--- src/rtl/array_pkg.sv ---
// Types shared between the array loader (writer) and the downstream array consumer.
package array_pkg;

    localparam int DEPTH_DEFAULT = 64;

    typedef byte byte_array_t [0:DEPTH_DEFAULT-1];

    typedef enum logic [1:0] {FILL, ZERO, HOLD} loader_state_t;

endpackage

--- src/rtl/array_loader.sv ---
// Stream-to-array loader: packs a byte stream into a DEPTH-entry array, zero-fills short
// frames and holds the finished array stable until the consumer acknowledges it.
module array_loader
    import array_pkg::*;
#(
    parameter int DEPTH = DEPTH_DEFAULT
) (
    input  logic                       clock,
    input  logic                       resetN,
    input  logic                       in_valid,
    output logic                       in_ready,
    input  logic signed [7:0]          in_data,
    input  logic                       in_last,
    output logic signed [7:0]          array [0:DEPTH-1],
    output logic                       array_valid,
    input  logic                       array_ack,
    output logic [$clog2(DEPTH+1)-1:0] count,
    output logic signed [31:0]         running_sum
);

    localparam int PW = $clog2(DEPTH);
    localparam int CW = $clog2(DEPTH+1);
    localparam logic [PW-1:0] LAST_PTR = PW'(DEPTH - 1);

    loader_state_t state;
    loader_state_t stateNext;
    logic [PW-1:0] wrPtr;
    logic          transfer;

    // Handshake outputs come straight from the state register, never from inputs.
    assign in_ready    = (state == FILL);
    assign array_valid = (state == HOLD);
    assign transfer    = in_valid && (state == FILL);

    always_ff @(posedge clock or negedge resetN) begin
        if (!resetN) begin
            state <= FILL;
        end else begin
            state <= stateNext;
        end
    end

    always_comb begin
        stateNext = state;
        case (state)
            FILL: begin
                if (transfer) begin
                    if (wrPtr == LAST_PTR) begin
                        stateNext = HOLD;
                    end else if (in_last) begin
                        stateNext = ZERO;
                    end
                end
            end
            ZERO: begin
                if (wrPtr == LAST_PTR) begin
                    stateNext = HOLD;
                end
            end
            HOLD: begin
                if (array_ack) begin
                    stateNext = FILL;
                end
            end
            default: stateNext = FILL;
        endcase
    end

    // The array is not cleared on ack; the next frame overwrites it entry by entry.
    always_ff @(posedge clock or negedge resetN) begin
        if (!resetN) begin
            wrPtr       <= '0;
            count       <= '0;
            running_sum <= '0;
            for (int i = 0; i < DEPTH; i++) begin
                array[i] <= '0;
            end
        end else begin
            case (state)
                FILL: begin
                    if (transfer) begin
                        array[wrPtr] <= in_data;
                        wrPtr        <= wrPtr + PW'(1);
                        count        <= count + CW'(1);
                        running_sum  <= running_sum + 32'(in_data);
                    end
                end
                ZERO: begin
                    array[wrPtr] <= '0;
                    wrPtr        <= wrPtr + PW'(1);
                end
                HOLD: begin
                    if (array_ack) begin
                        wrPtr       <= '0;
                        count       <= '0;
                        running_sum <= '0;
                    end
                end
                default: begin
                    wrPtr <= '0;
                end
            endcase
        end
    end

endmodule

--- config.mk ---
export PLATFORM = sky130hd
export DESIGN_NAME = array_loader
export DESIGN_NICKNAME = d
export VERILOG_FILES = /design/src/rtl/array_pkg.sv /design/src/rtl/array_loader.sv
export SDC_FILE = /design/constraint.sdc
export NUM_CORES = 1
export LEC_CHECK = 0
export BUFFER_PORTS_ARGS = -buffer_cell sky130_fd_sc_hd__buf_4
export CAP_MARGIN = 40
export CORE_AREA = 2 2 185 278
export DETAILED_ROUTE_END_ITERATION = 10
export DIE_AREA = 0 0 187 280
export PLACE_DENSITY = 0.8
export SYNTH_ARGS = -nofsm -noshare
export SYNTH_HDL_FRONTEND = slang
export SYNTH_SLANG_ARGS = --single-unit
--- constraint.sdc ---
create_clock -name clock -period 3.1 [get_ports clock]
set_clock_uncertainty 0.15 [all_clocks]
set_input_delay 0 -clock clock [delete_from_list [all_inputs] [get_ports clock]]
set_output_delay 0 -clock clock [all_outputs]
set_load 0.02 [all_outputs]
Yosys cells after proc, flatten, opt, wreduce, memory -nomap -nowiden

Cells that the tools add are included.

Bits in registers: 559
Input bits: 13

$add $sub $neg: 3
Magnitude comparators: 2
Bitwise operators: 3
Reductions and logical operators: 9
Multiplexer cells: 20
Eq/ne operators: 7

Operator list:

| kind                  | number |
|---|---|
| $pmux W512 S2         | 1 |
| $and A512 B512 Y512   | 1 |
| $bwmux W512           | 1 |
| $mux W512             | 1 |
| $not A512 Y512        | 1 |
| $mux W32              | 2 |
| $pmux W32 S2          | 1 |
| $demux W8 S6          | 1 |
| $add A32 B8 Y32       | 1 |
| $pmux W6 S3           | 1 |
| $mux W7               | 2 |
| $pmux W7 S2           | 1 |
| $mux W6               | 2 |
| $mux W2               | 5 |
| $mux W8               | 1 |
| $add A7 B1 Y7 const B | 1 |
| $ge A7 B7 Y1 const B  | 1 |
| $lt A7 B1 Y1 const B  | 1 |
| $not A6 Y7            | 1 |
| $add A6 B1 Y6 const B | 1 |
| $eq A6 B6 Y1 const B  | 1 |
| $pmux W2 S3           | 1 |
| $ne A2 B1 Y1 const B  | 2 |
| $reduce_and A2 Y1     | 2 |
| 9 further kinds       | 11 |

Longest topological paths before layout

Depth after elaboration: 8
Gate-level depth with buffers: 12
Gate-level depth less buffers: 12

Least setup slack after synthesis

No wires, ideal clock.

Path type: register to register
Start point: register running_sum[0]
End point: register running_sum[30]
Data arrival time: 2.627 ns
Cell stages (with the launch flop): 13
Library setup time: 0.138 ns
Required time: 2.812 ns
Slack: 0.185 ns
Clock period less this slack: 2.915 ns
Cell sequence: dfrtp_1 -> ha_1 -> inv_1 -> fa_1 -> nor2b_1 -> o21a_1 -> o21ai_0 -> a31o_2 -> a211oi_1 -> o311ai_0 -> o21ai_1 -> mux2i_1 -> o211ai_1

Cells in the longest elaborated chain, start to end: 3

Ends and longest elaborated chain:

| what                   | line               | text |
|---|---|---|
| from (decl)            | array_loader.sv:18 | `output logic signed [31:0] running_sum` |
| from (signal assigned) | array_loader.sv:85 | `running_sum <= running_sum + 32'(in_data);` |
| $add A32 B8 Y32        | array_loader.sv:85 |  |
| $mux W32               | array_loader.sv:81 | `if (transfer) begin` |
| $pmux W32 S2           | array_loader.sv:79 | `case (state)` |

Every way passes these cells. The select of a mux whose other input is x is not followed.
A chain may end at the register's enable or synchronous reset.

Final worst setup path

Start point: register running_sum[15]
End point: register running_sum[25]

The elaborated chain is that of the path after synthesis.

==> run metrics <==
status=completed; Critical Path AT=3.33 ns; Post-Syn Nets=approximately 2k; flops & latches, synth=around 560; wire length on met1=28,120 µm; cell area after layout=29,660 µm²; buffers and inverters on the worst path=0; DR top layer=met4; area grow syn2layout=33.03%; Slew headroom=about 47%; Setup Viol. Count Final=0; Most used DFF post-synth=dfrtp_1; Initial Util=44.44%; core area=between 50,000 and 60,000 µm²; Post-Place Cell Area=27,570 µm²; Setup CP Type=register to register; RePlAce Congestion=0.9127; mean area per synthesized cell=about 11 µm²; Tmin final=2.966 ns; CP endpoint kind=register; leakage power=14.95 nW; Total Routed Length=approximately 77,000 µm; Comb power frac=41.4%; fin util=59.12%; Critical Path Stages=10; Worst R2R Setup Slack=about 0.13 ns; top cell type's share of synthesized area=a little over three fifths; Int Pwr=18.63 mW; IO buf count=565; Die ar.=52,360 µm²; worst-path cell chain=ha_1 -> nand2_2 -> or3_1 -> and3b_1 -> o311ai_4 -> nor2b_4 -> o21ai_2 -> a21oi_1 -> or4b_1 -> nand3_1; H-Tree Depth=2; antenna-violating nets left=0; I/O pin count=roughly 570; largest net degree at the start of global routing=84; Clock Sinks=559; Pwr Total=slightly above 30 mW; worst skew pair latency=0.59 ns; FF/Latch Area=13,990 µm²; Pwr Density=1035 nW/µm²; fraction of registers with async set/reset=100.0%; Final Hold Vio Count=0; crit-path max cell delay=approximately 0.47 ns; Reg clk slew, reported paths=0.07 ns; Max Freq=337.2 MHz; length in cells of the worst reg-to-reg path=10; initial antenna violation count=0; Worst path top cell family by delay=simple AND/OR/NAND/NOR gates; Sequential Power Share=around 36%; Detailed Routing Iterations Pass 1=5; sw frac=39.27%; Clock Tree Buf Depth=3; Post-DP HPWL=54,720 µm; FP Rows=101; CP max-delay cell=or4b_1; worst hold slack=between 0.04 and 0.05 ns; maxcap violations=0; Peak supply drop=approximately 0.73 mV; global-route usage over all layers=28.70%; total negative slack=0 ns; share of cells above drive strength 1=33.40%; Mapped Cells=between 1.5k and 2k; Unique masters post-synth=between 60 and 70; vias in the first global route=18.60k; Max FO, Critical Path=6; Inserted Clock Buffers=50; FILL cells=3,983; multi-input logic area=7869 µm²; first-pass GRT wire length=114,600 µm; Mapped Area=22,300 µm²; total number of vias=18.25k; GRT overflow=0; post-DR wirelength/cell=23.55 µm; Starting DRT DRC Count=1,022; pin slew with the least headroom to its limit=0.7908 ns; sw power=12.05 mW; sequential share of the synthesized area=62.74%; Clk network pwr share=22.5%; top cell type by total area after synthesis=dfrtp_1; ant diodes=0; Final period util=95.67%; Hold WC Path Type=input port to asynchronous set/reset pin; CTS tree=done; Req. time, crit path=between 3 and 4 ns; most instantiated cells after synthesis=dfrtp_1, nand2_1, o21ai_0; nets=2,590; most frequent cell after synthesis=dfrtp_1; most area-consuming cells after synthesis=dfrtp_1, o21ai_0, nand2_1; CP startpoint kind=register; met3 routed WL=4612 µm; Root Buffer=clkbuf_16; Synth warnings=0; Post-synth EDFFs=0; Final Max Slew Viols=0; drc violations=0; Die Width=187 µm; Vias/cell=roughly 5.6; Met2 Routed Length=39,250 µm; Post-CTS Setup Bufs=0; Die Span Y=approximately 280 µm
==> worst min-delay path, cell delays in order <==
cell,delay [ns]
dlygate4sd3_1,0.56
buf_8,0.28
buf_4,0.27
==> placed cells by master, fill, tap and decap left out, types with 5 or more instances in the layout <==
master         Yosys  final
buf_4              0    627
dfrtp_1          559    559
nand2_1          351    351
o21ai_0          300    296
a22o_1           148    148
mux2_2           112    112
nor2_1            58     57
clkbuf_16          0     51
a21oi_1           33     32
ha_1              33     31
inv_1             28     28
nand3_1           26     26
a21o_1            25     25
xor2_1            17     17
dlygate4sd3_1      0     16
clkbuf_8           0     13
nand2b_1          12     12
nor2b_1           12     11
nor3_1            10     10
nor3_2             9      9
bufinv_16          0      9
xnor2_1            8      8
clkbuf_1         101      8
nand3b_1           7      7
or3_1              7      7
and3_1             6      6
and2_1             5      5
nor3b_1            5      5
nand4_1            5      5
o21ai_1            2      5
buf_12             0      5
==> state kept, by name (all words and copies together), names as in the netlist <==
register     flops
count            7
running_sum     32
array          512
wrPtr            6
state            2
==> cell families (layout without fill, tap and decap cells) <==
| kind of cell | after synthesis | count (layout) | synth area share (%) |
|---|---|---|---|
| AOI/OAI and AO/OA | 549 | 549 | 15.81 |
| xor gates and xnor gates | 25 | 25 | 0.9821 |
| adders and majority gates | 34 | 34 | 1.942 |
| buffers and inverters | 133 | 769 | 2.250 |
| DFF | 559 | 559 | 62.74 |
| muxes | 115 | 115 | 5.792 |
| and+or+nand+nor | 530 | 530 | 10.48 |
==> metal layers <==
layer	vias up	global-route usage (%)
met5	-	0
met4	0	15.22
met3	247	4.953
met2	815	51.30
met1	9189	32.88
li1	8003	-
==> power groups by stage <==
stage	sequential (mW)	clock, mW	combinational [mW]
after floorplan	13.4	0	4.23
after global placement	11.0	0	12.2
after detailed placement	11.1	0	12.5
after CTS	11.0	6.97	12.6
after global routing	11.3	7.24	13.5
final	11.1	6.91	12.7
==> per-stage QoR <==
stage	setup slack, ns	std cells
finish	0.1343	3250
global route	-0.08381	3250
CTS	0.02894	3250
detailed placement	-0.1233	3143
global placement	-0.07472	3137
floorplan	0.1853	1945
==> final cells by class <==
type	instances	share of cell area [%]
clock buffers	72	5.008
well taps	669	2.822
inverters	28	0.3544
multi-input cells	1253	26.53
flip-flops and latches	559	47.17
repair buffers	651	16.93
clock inverters	18	1.190
==> path summary, 6_finish.rpt <==
kind,startpoint,end
worst max-delay path,running_sum[15]$_DFFE_PN0P_,running_sum[25]$_DFFE_PN0P_
worst min-delay path,resetN,array[503]$_DFFE_PN0P_
worst max register to register,running_sum[15]$_DFFE_PN0P_,running_sum[25]$_DFFE_PN0P_
worst min register to register,array[294]$_DFFE_PN0P_,array[294]$_DFFE_PN0P_
max in group asynchronous,resetN,array[319]$_DFFE_PN0P_
min in group clock,in_data[0],running_sum[0]$_DFFE_PN0P_
==> repair_timing <==
item	CTS	global route
endpoints found under the hold margin	757	0
gates resized for setup	2	17
setup endpoints to repair	3	15
pin swaps	1	3
hold buffers	17	0
No activity file was read; power rests on OpenSTA's default activity.
